[config.mk]
export PLATFORM = sky130hd
export DESIGN_NAME = first_counter_monitor
export DESIGN_NICKNAME = d
export VERILOG_FILES = /design/src/rtl/first_counter_pkg.sv /design/src/rtl/rise_detect.sv /design/src/rtl/first_counter_monitor.sv
export SDC_FILE = /design/constraint.sdc
export NUM_CORES = 1
export LEC_CHECK = 0
export BUFFER_PORTS_ARGS = -buffer_cell sky130_fd_sc_hd__buf_4
export CAP_MARGIN = 25
export CORE_ASPECT_RATIO = 1.5
export CORE_MARGIN = 2
export CORE_UTILIZATION = 30
export CTS_CLUSTER_SIZE = 40
export DETAILED_ROUTE_END_ITERATION = 10
export GPL_ROUTABILITY_DRIVEN = 1
export HOLD_SLACK_MARGIN = 0.15
export MAX_ROUTING_LAYER = met4
export PLACE_DENSITY = 0.48
export SLEW_MARGIN = 5
export SYNTH_ARGS = -nofsm -noshare
export SYNTH_HDL_FRONTEND = slang
export SYNTH_SLANG_ARGS = --single-unit
[constraint.sdc]
create_clock -name clk -period 4.3 [get_ports clk]
set_input_delay 0.43 -clock clk [delete_from_list [all_inputs] [get_ports clk]]
set_output_delay 0.43 -clock clk [all_outputs]
set_load 0.05 [all_outputs]
[src/rtl/first_counter_pkg.sv]
// first_counter_pkg
//   Shared definitions for the first_counter_monitor block:
//   - state_t    : monitor state enumeration (IDLE, TRACK, FAULT)
//   - ERR_*      : 2-bit fault codes reported on err_code
//   - CNT_W_DEF  : default width of the monitored upstream counter
package first_counter_pkg;

    localparam int CNT_W_DEF = 4;

    typedef enum logic [1:0] {
        ST_IDLE  = 2'b00,
        ST_TRACK = 2'b01,
        ST_FAULT = 2'b10
    } state_t;

    localparam logic [1:0] ERR_NONE = 2'b00;
    localparam logic [1:0] ERR_SKIP = 2'b01;
    localparam logic [1:0] ERR_HOLD = 2'b10;
    localparam logic [1:0] ERR_OVF  = 2'b11;

endpackage

[src/rtl/rise_detect.sv]
// rise_detect
//   Registered rising-edge detector. The previous value of sig is held in a
//   flop; rise is high in the cycle where sig is 1 and was 0 one cycle ago.
// Ports:
//   clk   in  1  rising-edge clock
//   reset in  1  synchronous, active-low reset (clears the history flop)
//   sig   in  1  signal to watch
//   rise  out 1  sig & ~sig_delayed
module rise_detect (
    input  logic clk,
    input  logic reset,
    input  logic sig,
    output logic rise
);

    logic sig_d;

    always_ff @(posedge clk) begin
        if (!reset) begin
            sig_d <= 1'b0;
        end else begin
            sig_d <= sig;
        end
    end

    assign rise = sig & ~sig_d;

endmodule

[src/rtl/first_counter_monitor.sv]
// first_counter_monitor
//   Watches an upstream free-running counter and its overflow flag. After the
//   first enabled sample it tracks the counter, counts all-ones->0 wraps
//   (saturating) and latches the first detected fault into a sticky error.
// Ports:
//   clk         in  1       rising-edge clock
//   reset       in  1       synchronous, active-low reset
//   enable      in  1       enable driving the upstream counter
//   counter_in  in  CNT_W   upstream counter value
//   overflow_in in  1       upstream overflow flag
//   tracking    out 1       high while state is TRACK
//   wrap_count  out WRAP_W  number of observed wraps, saturating
//   error       out 1       sticky fault flag
//   err_code    out 2       first fault: 00 none, 01 SKIP, 10 HOLD, 11 OVF
module first_counter_monitor
    import first_counter_pkg::*;
#(
    parameter int WRAP_W = 8,
    parameter int CNT_W  = CNT_W_DEF
) (
    input  logic              clk,
    input  logic              reset,
    input  logic              enable,
    input  logic [CNT_W-1:0]  counter_in,
    input  logic              overflow_in,
    output logic              tracking,
    output logic [WRAP_W-1:0] wrap_count,
    output logic              error,
    output logic [1:0]        err_code
);

    localparam logic [CNT_W-1:0]  CNT_ONES = {CNT_W{1'b1}};
    localparam logic [WRAP_W-1:0] WRAP_MAX = {WRAP_W{1'b1}};

    state_t           state;
    logic [CNT_W-1:0] last;
    logic             en_d;
    logic             ovf_rise;
    logic [CNT_W-1:0] expected;
    logic             skip_flt;
    logic             hold_flt;
    logic             ovf_flt;
    logic             wrap_hit;
    logic [1:0]       fault_code;

    function automatic logic [WRAP_W-1:0] sat_inc(input logic [WRAP_W-1:0] v);
        return (v == WRAP_MAX) ? v : v + WRAP_W'(1);
    endfunction

    rise_detect u_ovf_rise (
        .clk   (clk),
        .reset (reset),
        .sig   (overflow_in),
        .rise  (ovf_rise)
    );

    // Per-sample checks, evaluated against the previous sample (last) and the
    // enable that was in force when the upstream counter produced counter_in.
    assign expected = last + CNT_W'(1);
    assign skip_flt = en_d && (counter_in != expected);
    // A drop to zero while disabled is an upstream reset, not a hold fault.
    assign hold_flt = !en_d && (counter_in != last) && (counter_in != '0);
    assign ovf_flt  = ovf_rise && (counter_in != CNT_ONES) && (last != CNT_ONES);
    assign wrap_hit = en_d && (last == CNT_ONES) && (counter_in == '0);

    always_comb begin
        fault_code = ERR_NONE;
        if (skip_flt) begin
            fault_code = ERR_SKIP;
        end else if (hold_flt) begin
            fault_code = ERR_HOLD;
        end else if (ovf_flt) begin
            fault_code = ERR_OVF;
        end
    end

    always_ff @(posedge clk) begin
        if (!reset) begin
            state      <= ST_IDLE;
            last       <= '0;
            en_d       <= 1'b0;
            tracking   <= 1'b0;
            wrap_count <= '0;
            error      <= 1'b0;
            err_code   <= ERR_NONE;
        end else begin
            en_d <= enable;
            case (state)
                ST_IDLE: begin
                    if (enable) begin
                        last     <= counter_in;
                        state    <= ST_TRACK;
                        tracking <= 1'b1;
                    end
                end
                ST_TRACK: begin
                    if (fault_code != ERR_NONE) begin
                        state    <= ST_FAULT;
                        tracking <= 1'b0;
                        error    <= 1'b1;
                        err_code <= fault_code;
                    end else begin
                        last <= counter_in;
                        if (wrap_hit) begin
                            wrap_count <= sat_inc(wrap_count);
                        end
                    end
                end
                ST_FAULT: begin
                    // Absorbing: only reset leaves this state.
                end
                default: begin
                    state    <= ST_IDLE;
                    tracking <= 1'b0;
                end
            endcase
        end
    end

endmodule

==> results of run 1 <==
==> worst max-delay path, cell delays in order, from the launching register on <==
cell	delay (ps)
dfxtp_1	410
ha_1	270
xnor2_1	140
nand2_1	100
o31ai_1	570
a32oi_2	350
mux2i_1	190
==> report_power, final <==
part | internal [W] | switching [W]
sequential | 0.000184 | 0.00000738
combinational | 0.0000268 | 0.0000439
clock | 0.0000654 | 0.0000651
total | 0.000276 | 0.000116
==> layer usage <==
layer	share of wire [%]	vias to the layer above	global-route usage [%]	wire length, µm
li1	-	460	-	-
met1	42	427	16.4	1020
met2	53	22	24.6	1270
met3	3.4	2	1.96	82
met4	1.0	0	7.02	24
met5	0	-	-	0
==> cells by family (layout without fill, tap and decap cells) <==
| family | Yosys count | after routing | share of synthesized area [%] |
|---|---|---|---|
| AO/OA/AOI/OAI | 16 | 16 | 11.8 |
| adder cells (fa/ha/maj) | 2 | 2 | 2.44 |
| buffers and inverters | 5 | 26 | 1.83 |
| multiplexers | 10 | 10 | 9.76 |
| flip-flops | 19 | 19 | 37.1 |
| AND/OR/NAND/NOR | 55 | 55 | 30.4 |
| XOR/XNOR | 7 | 7 | 6.71 |
==> state kept, by name, indices dropped and copies added (netlist names) <==
signal,count
en_d,1
err_code,2
error,1
last,4
state,1
tracking,1
u_ovf_rise.sig_d,1
wrap_count,8
==> synthesized netlist by cell type <==
cell type | count | share of area [%]
nor4_1 | 6 | 3.7
nor2_1 | 2 | 0.73
xor2_2 | 1 | 1.6
ha_1 | 2 | 2.4
o31a_1 | 2 | 1.7
o211a_1 | 1 | 0.98
nand4_1 | 3 | 1.8
o31ai_1 | 4 | 2.9
nor2b_1 | 1 | 0.61
dfxtp_1 | 19 | 37
clkbuf_1 | 2 | 0.73
o21a_1 | 2 | 1.5
and4_1 | 2 | 1.7
mux2i_1 | 10 | 9.8
xor2_1 | 4 | 3.4
and2_2 | 1 | 0.73
nand3_1 | 5 | 2.4
xnor2_1 | 2 | 1.7
inv_1 | 3 | 1.1
a21oi_1 | 5 | 2.4
nand4b_1 | 1 | 0.85
and3_1 | 2 | 1.2
nand2_2 | 1 | 0.61
or4_1 | 3 | 2.2
or2_2 | 1 | 0.61
a211oi_1 | 1 | 0.73
and2_1 | 3 | 1.8
nor4_2 | 1 | 1.2
a32oi_2 | 1 | 1.6
nand2_1 | 16 | 5.9
nand2b_1 | 7 | 4.3
==> final cells by class <==
type | instances | area, µm² | share of cell area [%]
Multi-Input combinational cell | 90 | 627 | 49.7
Sequential cell | 19 | 380 | 30.1
Inverter | 3 | 11.3 | 0.892
Timing Repair Buffer | 19 | 143 | 11.3
Clock inverter | 1 | 7.51 | 0.595
Tap cell | 42 | 52.6 | 4.16
Clock buffer | 3 | 41.3 | 3.27
==> worst max path at each step <==
stage / start / end / slack [ps]
after floorplan: counter_in[3] / wrap_count[0]$_SDFFE_PN0P_ / 2360
after global placement: counter_in[3] / wrap_count[6]$_SDFFE_PN0P_ / 2050
after detailed placement: counter_in[3] / wrap_count[6]$_SDFFE_PN0P_ / 2080
after CTS: last[0]$_SDFFE_PN0P_ / last[1]$_SDFFE_PN0P_ / 2140
after global routing: last[0]$_SDFFE_PN0P_ / last[1]$_SDFFE_PN0P_ / 1900
final: last[0]$_SDFFE_PN0P_ / last[1]$_SDFFE_PN0P_ / 2140
==> through the flow <==
step                hold slack (ps)  area [µm²]  utilization, %  setup WS, ps
floorplan                       476        1030               -          2360
global placement                453        1210            36.2          2050
detailed placement              463        1210            36.2          2080
CTS                             379        1260            37.7          2140
global route                    395        1260            37.7          1900
finish                          384        1260            37.7          2140
==> impl_metrics.json, run 1 <==
{
  "syn-cell-area_mm2": 0.00103,
  "hp-class": "input pin to flop",
  "initial_core_util_pct": 30.6,
  "area_growth_pct": 23.0,
  "h-tree-depth": 1,
  "clkSinkCount": 19,
  "io_pins": 20,
  "start_kind": "flop",
  "ir_worst_vdd_mv": 0.220,
  "die_h_um": 75.6,
  "firstDrtPassIters": 4,
  "cts_buffer_depth": 2,
  "hold-path-endpoint": "u_ovf_rise.sig_d$_SDFF_PN0_",
  "die-area_mm2": 0.00391,
  "io_buffers": 19,
  "grt_max_degree": 27,
  "post_drt_wl_per_cell_um": 13.5,
  "hold_depth": 2,
  "grt_util_all_layers_pct": 14.4,
  "setup_viol": 0,
  "fill_cells": 363,
  "avgSynthCellArea_um2": 9.00,
  "skew_ps": 5.16,
  "drt-total-wl_um": 2400,
  "cts_resized": 0,
  "crit_path_max_fanout": 6,
  "viasPerCell": 5.15,
  "ant_nets": 0,
  "finalPower_w": 0.000393,
  "cts.clk_slew.worst_paths_ps": 80,
  "synth-seq-cells": 19,
  "first_global_vias": 858,
  "vias": 911,
  "worstMarginPinSlew_ps": 960,
  "grt_pass1_wl_um": 4030,
  "hold_violations": 0,
  "n_antenna_cell": 0,
  "cts_tree": "built",
  "total_leakage_power_nw": 0.516,
  "fmax_mhz": 463,
  "min_period_ps": 2160,
  "cap_violations": 0,
  "drive_above_1_share_pct": 21.5,
  "post_cts_buffers": 0,
  "slew_headroom_pct": 35.5,
  "r2r_setup_slack_ps": 2140,
  "critPathCaptureType": "flop",
  "rr_endpoint": "last[1]$_SDFFE_PN0P_",
  "power-per-cell-area_mw_per_mm2": 311,
  "cts_buffers": 3,
  "drt_iter0_markers": 19,
  "layout_common_cells": "19 x dfxtp_1, 19 x buf_4, 16 x nand2_1, 10 x mux2i_1, 7 x nand2b_1",
  "finalSetupTns_ps": 0,
  "gp_congestion": 0.745,
  "ys.warnings.count": 0,
  "cts_root_buf": "clkbuf_8",
  "r2r_start": "last[0]$_SDFFE_PN0P_",
  "syn-num-nets": 124,
  "clock_latency_ps": 260,
  "drc": 0,
  "dp.final_hpwl_um": 1850,
  "grt-ovfl-total": 0,
  "cp.arrival_ps": 2290,
  "synthDistinctLibCells": 31,
  "yosysSeqAreaShare_pct": 37.1,
  "final_max_slew_viol_count": 0,
  "ff2ff_path_depth": 6,
  "dp_cells": 173,
  "fp-row-count": 26,
  "period_share_pct": 50.2,
  "postCtsHoldBufs": 0,
  "synthCells": 114,
  "nNetsFinal": 146,
  "worst_hold_startpoint": "overflow_in",
  "die_w_um": 51.8,
  "rsz0062_at_grt": "no",
  "required_ps": 4430,
  "antenna_found_initial": 0,
  "critPathKind": "flop to flop",
  "instances_no_fill": 177,
  "core-area_mm2": 0.00335,
  "outcome": "finished, final reports clean"
}
(Power assumes the default switching activity.)
==> run 2, diff against run 1 <==
--- a/config.mk
+++ b/config.mk
@@ -15,7 +15,7 @@
 export GPL_ROUTABILITY_DRIVEN = 1
 export HOLD_SLACK_MARGIN = 0.15
 export MAX_ROUTING_LAYER = met4
-export PLACE_DENSITY = 0.48
+export PLACE_DENSITY = 0.49
 export SLEW_MARGIN = 5
 export SYNTH_ARGS = -nofsm -noshare
 export SYNTH_HDL_FRONTEND = slang
==> constraint.sdc (replaced) <==
create_clock -name clk -period 1.7 [get_ports clk]
set_input_delay 0.17 -clock clk [delete_from_list [all_inputs] [get_ports clk]]
set_output_delay 0.17 -clock clk [all_outputs]
set_load 0.05 [all_outputs]
==> run 2 against run 1 <==
Effect of this change:
- the flow now finishes with violations (negative setup slack)
- highest routed layer unchanged
- largest cell class unchanged
- utilization grew 15 points
- final cell count up 19%
- via count increased by 14%
- sequential share of layout area down 7.5 points
- sequential power grew to 2.5 times the previous value
- worst setup slack got worse by 2300 ps
- non-clock buffer count grew 34
- worst hold slack worse by 98 ps
==> impl_metrics.json, run 2 (synthesis results as in run 1) <==
{
  "skew_ps": 2.32,
  "antenna_found_initial": 0,
  "h-tree-depth": 1,
  "fmax_mhz": 538,
  "finalPower_w": 0.00114,
  "slew_headroom_pct": 75.2,
  "ir_worst_vdd_mv": 0.496,
  "largest_reg_flops": 8,
  "p_comb_share_pct": 29.0,
  "use_met1_pct": 17.2,
  "cts_tree": "built",
  "grt_pass1_wl_um": 4560,
  "firstDrtPassIters": 4,
  "rr_endpoint": "wrap_count[6]$_SDFFE_PN0P_",
  "io_buffers": 19,
  "drt-total-wl_um": 2740,
  "worstPathCellList": "ha_4, xnor2_2, nand2_1, o31a_1, buf_6, nor4_4, mux2i_1",
  "nNetsFinal": 180,
  "met2_usage_pct": 29.5,
  "rsz0062_at_grt": "yes",
  "final_max_slew_viol_count": 0,
  "layout_commonest_cell": "buf_4",
  "fp-row-count": 26,
  "vias": 1043,
  "violations": "negative setup slack",
  "switching_share_pct": 30.0,
  "area_growth_pct": 71.8,
  "cp_num_cells": 7,
  "grt_util_all_layers_pct": 16.3,
  "start_kind": "flop",
  "grtUsageMet3_pct": 1.76,
  "die_h_um": 75.6,
  "hold_violations": 0,
  "reg_top3": "wrap_count x8, last x4, err_code x2",
  "p_switching_w": 0.000343,
  "cap_violations": 0,
  "die_w_um": 51.8,
  "cp.arrival_ps": 2050,
  "core-area_mm2": 0.00335,
  "n_antenna_cell": 0,
  "instances_no_fill": 211,
  "outcome": "complete, but fails checks",
  "drive_above_1_share_pct": 52.1,
  "hold-path-endpoint": "error$_SDFFE_PN0P_",
  "cts_root_buf": "clkbuf_8",
  "period_share_pct": 109,
  "p_clk_share_pct": 28.3,
  "min_period_ps": 1860,
  "worstMarginPinSlew_ps": 371,
  "p_int_w": 0.000798,
  "dp_cells": 196,
  "ff2ff_path_depth": 7,
  "gp_congestion": 0.787,
  "required_ps": 1890,
  "initial_core_util_pct": 30.6,
  "viasPerCell": 4.94,
  "first_global_vias": 1044,
  "die-area_mm2": 0.00391,
  "critPathKind": "flop to flop",
  "setup_viol": 14,
  "grt-busiest-layer": "met2",
  "dp.final_hpwl_um": 1970,
  "place_ws_ps": -355,
  "r2r_setup_slack_ps": -160,
  "slowest_stage": "dfxtp_4",
  "crit_path_max_fanout": 5,
  "hp-class": "input pin to flop",
  "layout_common_cells": "45 x buf_4, 16 x nand2_1, 10 x mux2i_1, 10 x dfxtp_1, 7 x nand2b_1",
  "clock_latency_ps": 260,
  "cts_buffers": 3,
  "grt_max_degree": 27,
  "cp_top_family": "flip-flops",
  "critPathCaptureType": "flop",
  "ant_nets": 0,
  "hold_depth": 2,
  "worst_hold_startpoint": "reset",
  "drt_iter0_markers": 6,
  "power_frac_seq_pct": 42.7,
  "power-per-cell-area_mw_per_mm2": 647,
  "critPathBufInv": 1,
  "post_drt_wl_per_cell_um": 13.0,
  "clkSinkCount": 19,
  "drc": 0,
  "setup_ws_ps": -159,
  "postLayoutCoreUtil_pct": 52.6,
  "cts_buffer_depth": 2,
  "registers.top_by_ff_count": "wrap_count",
  "total_leakage_power_nw": 0.740,
  "finalSetupTns_ps": -1400,
  "io_pins": 20,
  "r2r_start": "last[0]$_SDFFE_PN0P_",
  "cts.clk_slew.worst_paths_ps": 70,
  "cpPeakStageDelay_ps": 370,
  "grt-ovfl-total": 0
}
==> run 2: cell count changes in the layout (fill, tap and decap cells not counted), sizes merged <==
cell | previous run | this run
buf | 19 | 51
clkbuf | 3 | 4
clkinvlp | 1 | 0
dlygate4sd3 | 0 | 2
==> run 2: area by class of cell <==
| cell class | instances | area [µm²] |
|---|---|---|
| clock buffers | 4 | 45.0 |
| repair buffers | 53 | 425 |
| flip-flops and latches | 19 | 399 |
| multi-input cells | 90 | 830 |
| fillers | 299 | 1590 |
| well taps | 42 | 52.6 |
| inverters | 3 | 11.3 |
==> run 2: how the worst max path moves through the flow <==
| stage | from | end | slack, ps |
|---|---|---|---|
| final | last[0]$_SDFFE_PN0P_ | wrap_count[6]$_SDFFE_PN0P_ | -160 |
| after global routing | last[0]$_SDFFE_PN0P_ | wrap_count[2]$_SDFFE_PN0P_ | -260 |
| after CTS | last[0]$_SDFFE_PN0P_ | wrap_count[0]$_SDFFE_PN0P_ | -200 |
| after detailed placement | counter_in[3] | wrap_count[0]$_SDFFE_PN0P_ | -350 |
| after global placement | counter_in[3] | wrap_count[0]$_SDFFE_PN0P_ | -270 |
| after floorplan | counter_in[3] | wrap_count[0]$_SDFFE_PN0P_ | -90 |
==> run 2: power by group through the flow <==
stage	clock, W	combinational (W)	sequential, W
floorplan	0	0.000103	0.000518
global placement	0	0.000229	0.000490
detailed placement	0	0.000232	0.000491
CTS	0.000335	0.000303	0.000485
global route	0.000360	0.000355	0.000490
finish	0.000323	0.000330	0.000487
==> run 2: per-stage QoR <==
stage	hold WS, ps	area, µm²
after global placement	388	1410
after CTS	282	1670
after detailed placement	390	1410
after floorplan	292	1050
after global routing	286	1760
final	286	1760
==> run 2: repair_timing <==
| action | CTS | global route |
|---|---|---|
| setup buffers | 9 | 1 |
| hold buffers | 2 | 0 |
| endpoints found under the setup margin | 17 | 17 |
| hold endpoints to repair | 2 | 0 |
| resized for setup | 22 | 17 |
| pin swaps | 13 | 6 |
==> run 2: metal layers <==
metal,wire (µm),up-vias
met5,0,-
met2,1590,13
met1,1030,502
li1,-,524
met4,61,0
met3,65,4
==> run 3, diff against run 2 <==
--- a/config.mk
+++ b/config.mk
@@ -7,15 +7,17 @@
 export LEC_CHECK = 0
 export BUFFER_PORTS_ARGS = -buffer_cell sky130_fd_sc_hd__buf_4
 export CAP_MARGIN = 25
+export CELL_PAD_IN_SITES_DETAIL_PLACEMENT = 1
+export CELL_PAD_IN_SITES_GLOBAL_PLACEMENT = 2
 export CORE_ASPECT_RATIO = 1.5
 export CORE_MARGIN = 2
-export CORE_UTILIZATION = 30
+export CORE_UTILIZATION = 29
 export CTS_CLUSTER_SIZE = 40
 export DETAILED_ROUTE_END_ITERATION = 10
 export GPL_ROUTABILITY_DRIVEN = 1
 export HOLD_SLACK_MARGIN = 0.15
 export MAX_ROUTING_LAYER = met4
-export PLACE_DENSITY = 0.49
+export PLACE_DENSITY = 0.73
 export SLEW_MARGIN = 5
 export SYNTH_ARGS = -nofsm -noshare
 export SYNTH_HDL_FRONTEND = slang
==> run 3 against run 2 <==
Effect of this change:
- the run still ends with negative setup slack left
- global-route usage increased by 2.0 points
- flip-flop and latch count unchanged
- via count increased by 8.6%
- cell area increased by 0.85%
- worst hold slack got worse by 100 ps
- register-to-register slack got worse by 60 ps
- final cell count increased by 2.4%
- routed wire length increased by 32%
- largest cell class unchanged
- highest routed layer unchanged
==> impl_metrics.json, run 3 (synthesis results as in run 1) <==
{
  "wl_met3_um": 61,
  "finalSetupTns_ps": -2610,
  "crit_path_max_fanout": 6,
  "nNetsFinal": 185,
  "power-per-cell-area_mw_per_mm2": 669,
  "first_global_vias": 1209,
  "grt_util_all_layers_pct": 18.3,
  "hold-path-endpoint": "last[2]$_SDFFE_PN0P_",
  "drt-total-wl_um": 3620,
  "n_antenna_cell": 0,
  "rsz0062_at_grt": "yes",
  "dp.final_hpwl_um": 2410,
  "period_share_pct": 113,
  "largest_reg_flops": 8,
  "cap_violations": 0,
  "post_drt_wl_per_cell_um": 16.8,
  "route.met2.wl_um": 2180,
  "r2r_setup_slack_ps": -220,
  "slowest_stage": "or4_1",
  "skew_ps": 1.89,
  "cts_buffers": 3,
  "io_pins": 20,
  "die_h_um": 76.9,
  "hold_violations": 0,
  "hold_depth": 3,
  "worst_hold_startpoint": "counter_in[2]",
  "fmax_mhz": 520,
  "place_area_mm2": 0.00145,
  "worstMarginPinSlew_ps": 526,
  "io_buffers": 19,
  "firstDrtPassIters": 4,
  "postLayoutCoreUtil_pct": 52.6,
  "reg_top3": "wrap_count x8, last x4, err_code x2",
  "cts.clk_slew.worst_paths_ps": 80,
  "setup_viol": 17,
  "cts_buffer_depth": 2,
  "die_w_um": 52.6,
  "cts_root_buf": "clkbuf_8",
  "vias": 1133,
  "ir_worst_vdd_mv": 0.487,
  "drive_above_1_share_pct": 54.0,
  "grt-ovfl-total": 0,
  "slew_headroom_pct": 65.0,
  "cts_tree": "built",
  "h-tree-depth": 1,
  "hp-class": "input pin to flop",
  "gp_congestion": 0.776,
  "cp.arrival_ps": 2120,
  "r2r_start": "last[3]$_SDFFE_PN0P_",
  "grt_max_degree": 27,
  "clkSinkCount": 19,
  "die-area_mm2": 0.00404,
  "outcome": "complete, but fails checks",
  "cpPeakStageDelay_ps": 510,
  "fp-row-count": 26,
  "routed.top_layer": "met4",
  "start_kind": "flop",
  "drc": 0,
  "holdWs_ps": 184,
  "clock_latency_ps": 270,
  "fill_cells": 408,
  "viasPerCell": 5.25,
  "layout_commonest_cell": "buf_4",
  "total_leakage_power_nw": 0.747,
  "rr_endpoint": "wrap_count[0]$_SDFFE_PN0P_",
  "ff2ff_path_depth": 5,
  "required_ps": 1900,
  "area_growth_pct": 73.3,
  "critPathKind": "flop to flop",
  "violations": "negative setup slack",
  "final_max_slew_viol_count": 0,
  "worstPathCellList": "xor2_2, nor4_4, o31ai_4, or4_1, a21oi_1",
  "final_cell_area_mm2": 0.00178,
  "registers.top_by_ff_count": "wrap_count",
  "critPathCaptureType": "flop",
  "layout_common_cells": "50 x buf_4, 15 x nand2_1, 10 x mux2i_1, 9 x dfxtp_1, 8 x dfxtp_2",
  "wl_met1_um": 1310,
  "ant_nets": 0,
  "initial_core_util_pct": 30.3,
  "antenna_found_initial": 0,
  "grt_pass1_wl_um": 5460,
  "setup_ws_ps": -221,
  "core-area_mm2": 0.00338,
  "drt_iter0_markers": 20,
  "min_period_ps": 1920
}
run 3: cell type report:
type                       instances  area [µm²]  share of cell area [%]
tap                               42        52.6                    2.96
multi-input combinational         90         798                    44.9
inverter                           3        11.3                   0.633
timing repair buffer              58         472                    26.5
clock inverter                     1        5.00                   0.281
sequential                        19         398                    22.4
clock buffer                       3        41.3                    2.32
run 3: per-layer routing:
layer	GRT usage [%]	vias to the layer above
li1	-	537
met1	18.6	574
met2	34.1	16
met3	1.75	6
met4	7.18	0
met5	-	-
run 3: report_power, final:
part	internal [W]	switching, W
logic	0.000180	0.000185
clock network	0.000164	0.000172
registers	0.000467	0.0000205
total	0.000811	0.000378
run 3: timing repair:
action,4_1_cts,5_1_grt
endpoints found under the setup margin,17,17
endpoints found under the hold margin,2,0
hold buffers,2,0
pin swaps,14,7
resized for setup,16,18
buffers inserted,6,3
run 3: worst max path at each step:
| stage | start | endpoint | slack (ps) |
|---|---|---|---|
| after floorplan | counter_in[3] | wrap_count[0]$_SDFFE_PN0P_ | -90 |
| after global routing | last[3]$_SDFFE_PN0P_ | wrap_count[5]$_SDFFE_PN0P_ | -360 |
| after global placement | counter_in[3] | wrap_count[5]$_SDFFE_PN0P_ | -280 |
| after CTS | last[0]$_SDFFE_PN0P_ | wrap_count[6]$_SDFFE_PN0P_ | -180 |
| final | last[3]$_SDFFE_PN0P_ | wrap_count[0]$_SDFFE_PN0P_ | -220 |
| after detailed placement | counter_in[0] | wrap_count[0]$_SDFFE_PN0P_ | -310 |
run 3: worst max-delay path, delay by kind of cell (launching register included):
kind / cells / cell delay [ps]
compound gates: 2 / 350
xor+xnor: 1 / 200
flops: 1 / 340
simple gates: 2 / 960
run 3: stage by stage:
step           worst slack, ps  total power (W)  std cells
5_1_grt                   -357          0.00123        216
2_1_floorplan            -91.6         0.000621        114
4_1_cts                   -183          0.00112        213
6_report                  -221          0.00119        216
3_5_place_dp              -310         0.000738        202
3_3_place_gp              -283         0.000727        202
